`src/rtl/wb_dma_master_pkg.sv`:
```
// wb_dma_master_pkg: state encoding and bus constants shared by the DMA master and its timer.
package wb_dma_master_pkg;
  localparam logic [2:0] ST_IDLE  = 3'd0;
  localparam logic [2:0] ST_READ  = 3'd1;
  localparam logic [2:0] ST_RGAP  = 3'd2;
  localparam logic [2:0] ST_WRITE = 3'd3;
  localparam logic [2:0] ST_WGAP  = 3'd4;
  localparam logic [2:0] ST_FIN   = 3'd5;
  localparam logic [31:0] ZeroWord = 32'h0;
  localparam logic [3:0] SEL_ALL = 4'b1111;
  localparam logic [31:0] WORD_STRIDE = 32'd4;
  function automatic logic [31:0] word_addr(input logic [31:0] base, input logic [15:0] idx);
    return base + 32'(idx) * WORD_STRIDE;
  endfunction
endpackage

```
`src/rtl/wb_dma_master_ack_timer.sv`:
```
// wb_ack_timer: counts strobe cycles without ack; expired fires on the cycle the count would reach TIMEOUT.
module wb_ack_timer #(
  parameter int TIMEOUT = 255
) (
  input  logic clk,
  input  logic rst_n,
  input  logic clr,
  input  logic en,
  input  logic ack,
  output logic expired
);
  logic [15:0] cnt;
  always_ff @(posedge clk or negedge rst_n)
    if (!rst_n) cnt <= '0;
    else if (clr) cnt <= '0;
    else if (en && !ack) cnt <= cnt + 16'd1;
  // an ack in the final wait cycle still completes the access
  assign expired = en && !ack && (cnt == 16'(TIMEOUT - 1));
endmodule

```
`src/rtl/wb_dma_master.sv`:
```
// wb_dma_master: Wishbone block copier, one read then one write per word, with error/timeout abort.
module wb_dma_master
  import wb_dma_master_pkg::*;
#(
  parameter int TIMEOUT = 255
) (
  input  logic        wb_clk_i,
  input  logic        wb_rstn_i,
  input  logic        start_i,
  input  logic [31:0] src_addr_i,
  input  logic [31:0] dst_addr_i,
  input  logic [15:0] len_i,
  output logic        busy_o,
  output logic        done_o,
  output logic        err_o,
  output logic [15:0] count_o,
  output logic [31:0] wb_adr_o,
  output logic [31:0] wb_dat_o,
  input  logic [31:0] wb_dat_i,
  output logic [3:0]  wb_sel_o,
  output logic        wb_we_o,
  output logic        wb_cyc_o,
  output logic        wb_stb_o,
  input  logic        wb_ack_i,
  input  logic        wb_err_i
);
  logic [2:0] state;
  logic [31:0] src, dst;
  logic [15:0] len, idx;
  logic expired;
  wb_ack_timer #(.TIMEOUT(TIMEOUT)) u_timer (
    .clk(wb_clk_i), .rst_n(wb_rstn_i), .clr(!wb_stb_o), .en(wb_stb_o), .ack(wb_ack_i), .expired(expired)
  );
  always_ff @(posedge wb_clk_i or negedge wb_rstn_i) begin
    if (!wb_rstn_i) begin
      state <= ST_IDLE;
      src <= ZeroWord;
      dst <= ZeroWord;
      len <= '0;
      idx <= '0;
      busy_o <= 1'b0;
      done_o <= 1'b0;
      err_o <= 1'b0;
      count_o <= '0;
      wb_adr_o <= ZeroWord;
      wb_dat_o <= ZeroWord;
      wb_sel_o <= '0;
      wb_we_o <= 1'b0;
      wb_cyc_o <= 1'b0;
      wb_stb_o <= 1'b0;
    end else begin
      done_o <= 1'b0;
      err_o <= 1'b0;
      case (state)
        ST_IDLE: if (start_i) begin
          src <= src_addr_i & ~32'h3;
          dst <= dst_addr_i & ~32'h3;
          len <= len_i;
          idx <= '0;
          count_o <= '0;
          busy_o <= 1'b1;
          if (len_i == 16'd0) begin
            state <= ST_FIN;
            done_o <= 1'b1;
          end else begin
            state <= ST_READ;
            wb_adr_o <= src_addr_i & ~32'h3;
            {wb_cyc_o, wb_stb_o, wb_we_o, wb_sel_o} <= {1'b1, 1'b1, 1'b0, SEL_ALL};
          end
        end
        ST_READ, ST_WRITE: begin
          // error takes priority over a simultaneous ack
          if (wb_err_i || expired) begin
            state <= ST_FIN;
            done_o <= 1'b1;
            err_o <= 1'b1;
            {wb_cyc_o, wb_stb_o, wb_we_o, wb_sel_o} <= '0;
          end else if (wb_ack_i) begin
            state <= (state == ST_READ) ? ST_RGAP : ST_WGAP;
            if (state == ST_READ) wb_dat_o <= wb_dat_i;
            else count_o <= count_o + 16'd1;
            {wb_cyc_o, wb_stb_o, wb_we_o, wb_sel_o} <= '0;
          end
        end
        ST_RGAP: begin
          state <= ST_WRITE;
          wb_adr_o <= word_addr(dst, idx);
          {wb_cyc_o, wb_stb_o, wb_we_o, wb_sel_o} <= {1'b1, 1'b1, 1'b1, SEL_ALL};
        end
        ST_WGAP: if (count_o == len) begin
          state <= ST_FIN;
          done_o <= 1'b1;
        end else begin
          state <= ST_READ;
          idx <= idx + 16'd1;
          wb_adr_o <= word_addr(src, idx + 16'd1);
          {wb_cyc_o, wb_stb_o, wb_we_o, wb_sel_o} <= {1'b1, 1'b1, 1'b0, SEL_ALL};
        end
        ST_FIN: begin
          state <= ST_IDLE;
          busy_o <= 1'b0;
        end
        default: state <= ST_IDLE;
      endcase
    end
  end
endmodule

```
`config.mk`:
```
export PLATFORM = sky130hd
export DESIGN_NAME = wb_dma_master
export DESIGN_NICKNAME = d
export VERILOG_FILES = /design/src/rtl/wb_dma_master_pkg.sv /design/src/rtl/wb_dma_master_ack_timer.sv /design/src/rtl/wb_dma_master.sv
export SDC_FILE = /design/constraint.sdc
export NUM_CORES = 1
export LEC_CHECK = 0
export BUFFER_PORTS_ARGS = -buffer_cell sky130_fd_sc_hd__buf_4
export CAP_MARGIN = 25
export CORE_MARGIN = 2
export CORE_UTILIZATION = 50
export DETAILED_ROUTE_END_ITERATION = 8
export PLACE_DENSITY = 0.73
export SLEW_MARGIN = 20
export SYNTH_ARGS = -nofsm -noshare
export SYNTH_HDL_FRONTEND = slang
export SYNTH_SLANG_ARGS = --single-unit
```
`constraint.sdc`:
```
create_clock -name wb_clk_i -period 3.9 [get_ports wb_clk_i]
set_clock_uncertainty 0.1 [all_clocks]
set_input_delay 0.78 -clock wb_clk_i [delete_from_list [all_inputs] [get_ports wb_clk_i]]
set_output_delay 0.78 -clock wb_clk_i [all_outputs]
set_load 0.02 [all_outputs]
```
==> impl_metrics.toml <==
[sta]
tns_ps = 0
slew-limit-headroom = 0.370
fmax_mhz = 275
tightest_slew_ps = 933
min_period_over_period = 0.933
setup_viol = 0
holdWs_ps = 155
period_minus_slack_ps = 3640
rsz0062_at_grt = "no"
hold_violations = 0
finalMaxSlewViolations = 0

[clock_network]
cts_sinks = 194
cts_buffers = 17
cts_tree = "done"
cts_root_buf = "clkbuf_16"
clk_pin_slew_worst_paths_ps = 90
cts.htree.levels = 4
clock_latency_ps = 450
cts_buffer_depth = 2

[placement]
gp_congestion = 0.887
hpwl_mm = 21.5
io_buffers = 200

[floorplanning]
rows = 54
boundaryPins = 207
fp.dieH_um = 152
core_um2 = 21700
die_area_um2 = 23200
initial_core_util = 0.507
die_w_um = 152

[drt]
wl_per_cell_um = 17.4
via_count = 9463
wl_mm = 29.4
drt-pass1-iter-count = 7
dr.first_iter.drc_count = 689
routed_via_density = 5.59
drc = 0
drtAntennaViolNets = 0

[critical_path]
cpMaxStageDelayCell = "dfrtp_1"
worst_path_largest_cell_delay_ps = 450
crit_start = "idx[4]"
start_kind = "flip-flop"
critPathRequiredTime_ps = 4130
cp-end-kind = "flip-flop"
worstSetupEndpoint = "wb_adr_o[22]"
worst-r2r-cell-count = 15
r2r_slack_ps = 260
r2r_start = "idx[4]"
cp.arrival_ps = 3860
cp_cell_sequence = "nand3_1 > nor2_2 > and3_1 > and3_1 > and3_1 > xor2_2 > ha_2 > nand2_1 > o21ai_0 > o21bai_1 > a21bo_1 > nor3_2 > xnor2_1 > o21ai_0 > o32a_1"
r2r_end = "wb_adr_o[22]"
critPathKind = "flip-flop to flip-flop"
crit_path_frequent_cell = "and3_1"
crit_fanout = 7

[synthesis]
ys_ff_latch = 194
ys_seq_area_frac = 0.441
synth_cell_type_count = 72
netlist_area_um2 = 11000
synth_edf_count = 0
postSynthAreaPerCell_um2 = 9.01
yosysWarnings = 0
synthArstFlopShare = 1.00
synthCells = 1221
synth_ff_type = "dfrtp_1"

[grt]
grt_max_degree = 68
grt_pass1_vias = 9167
grt_pass1_wl_mm = 47.7
grtUsageTotal = 0.254
antenna_found_initial = 0
grt_overflow = 0

[pwr]
p_per_area_nw_per_um2 = 700
p_int_mw = 5.41
seqPwrFrac = 0.370
switching_share = 0.422
clkPwrFrac = 0.190
combPwrFrac = 0.439
ir_drop_mv = 0.357
p_switching_mw = 3.95
p_leak_nw = 6.40

[status]
status = "complete, no violations"

[cells_and_area]
fillers = 1870
post_route_cells_drive_above_1_share = 0.229
area_growth_pct = 21.6
final_nets = 1559
n_antenna_cell = 0

[min_path]
hold_path.class = "input port to async pin"

[flow_run]
max_cap_violations = 0
[Yosys cell counts (4+ instances only)]
cell | instances | area (um2)
nand2_1 | 312 | 1170
xor2_1 | 34 | 298
and3_1 | 15 | 93.8
nor4_1 | 9 | 56.3
nor2_1 | 68 | 255
a221oi_1 | 16 | 140
o22ai_1 | 6 | 37.5
and2_1 | 23 | 144
nand4_1 | 21 | 131
o211ai_1 | 6 | 45.0
buf_4 | 13 | 97.6
o21a_1 | 5 | 37.5
clkbuf_1 | 28 | 105
nand3_1 | 41 | 205
buf_2 | 13 | 65.1
nand2b_1 | 20 | 125
or3_1 | 8 | 50.1
ha_1 | 40 | 500
nor3b_1 | 4 | 30.0
xnor2_1 | 65 | 569
o21ai_0 | 58 | 290
inv_1 | 15 | 56.3
a21oi_1 | 46 | 230
a211oi_1 | 10 | 75.1
o21ai_2 | 4 | 35.0
mux2_2 | 33 | 372
dfrtp_1 | 194 | 4850
buf_1 | 5 | 18.8
o21bai_1 | 5 | 37.5
o31ai_1 | 4 | 30.0
a211oi_2 | 4 | 50.1
a31oi_1 | 11 | 68.8
o22a_1 | 4 | 35.0
a21o_1 | 9 | 67.6
nor3_1 | 12 | 60.1
[metal layers]
metal  vias to the layer above  share of wire  track usage
li1                       4549              -            -
met1                      4498           0.46        0.364
met2                       364           0.43        0.371
met3                        52          0.089       0.0779
met4                         0          0.022       0.0757
met5                         -              0            0
[placed cells by master, fill, tap and decap left out, types with 15 or more instances in the layout]
master / Yosys / routed
and3_1: 15 / 15
a221oi_1: 16 / 16
mux2_2: 33 / 33
clkbuf_16: 0 / 17
ha_1: 40 / 39
xor2_1: 34 / 33
o21ai_0: 58 / 58
buf_4: 13 / 217
inv_1: 15 / 15
nand2_1: 312 / 311
nand4_1: 21 / 21
xnor2_1: 65 / 65
a21oi_1: 46 / 46
and2_1: 23 / 22
nor2_1: 68 / 66
dfrtp_1: 194 / 192
nand2b_1: 20 / 20
nand3_1: 41 / 41
[repair_timing]
| item | 4_1_cts | 5_1_grt |
|---|---|---|
| gates resized for setup | 0 | 8 |
| buffers inserted | 0 | 0 |
| hold buffers | 0 | 0 |
| endpoints found under the setup margin | 0 | 10 |
[cell type report]
class                      count  area, um2  area share
clock inverter                14        169      0.0126
sequential                   194       4860       0.363
tap                          280        350      0.0262
timing repair buffer         221       1700       0.127
inverter                      15       56.3     0.00421
clock buffer                  18        439      0.0328
multi-input combinational    951       5810       0.434
[logic make-up (layout without fill, tap and decap cells)]
logic type	after synthesis	after routing	share of synthesized area
and+or+nand+nor	559	559	0.232
AOI/OAI and AO/OA	213	213	0.128
DFF	194	194	0.441
xor gates and xnor gates	99	99	0.0788
buffers and inverters	77	268	0.0342
adders and majority gates	42	42	0.0491
muxes	36	36	0.0365
other	1	2	0.000341
[metrics by stage]
stage	power, mW	area [um2]	utilization	setup slack (ps)	std cells
detailed placement	7.56	12700	0.588	193	1661
finish	9.36	13400	0.617	263	1693
floorplan	6.11	11000	-	522	1222
CTS	9.36	13400	0.616	143	1693
global placement	7.46	12700	0.588	219	1661
global route	9.98	13400	0.617	30.7	1693
[power by group through the flow]
stage               registers [mW]  clock network (mW)  logic, mW
floorplan                     3.71                   0       2.40
global placement              3.46                   0       4.00
detailed placement            3.48                   0       4.08
CTS                           3.46                1.80       4.10
global route                  3.58                1.89       4.52
finish                        3.46                1.78       4.11
[worst min path at each step]
stage | start | end | cells after the start
after CTS | wb_rstn_i | wb_dat_o[2] | 1
after global placement | wb_adr_o[12] | wb_adr_o[12] | 2
after global routing | wb_rstn_i | wb_dat_o[2] | 1
after detailed placement | wb_adr_o[8] | wb_adr_o[8] | 2
final | wb_rstn_i | wb_dat_o[20] | 1
after floorplan | dst[10] | dst[10] | 2
[worst max-delay path: cells and delay by family (launching register included)]
| kind | cells | cell delay, ps |
|---|---|---|
| simple gates | 7 | 1260 |
| compound gates | 5 | 1100 |
| flops | 1 | 450 |
| fa+ha+maj | 1 | 390 |
| xor+xnor | 2 | 230 |
[flip-flops by register name, indices dropped and copies added, names as in the netlist]
register     count
wb_dat_o        32
dst             30
src             30
wb_adr_o        30
count_o         16
idx             16
len             16
u_timer.cnt     16
state            3
busy_o           1
done_o           1
err_o            1
wb_sel_o         1
wb_we_o          1
Note: power is estimated with default switching activity, not from simulation.
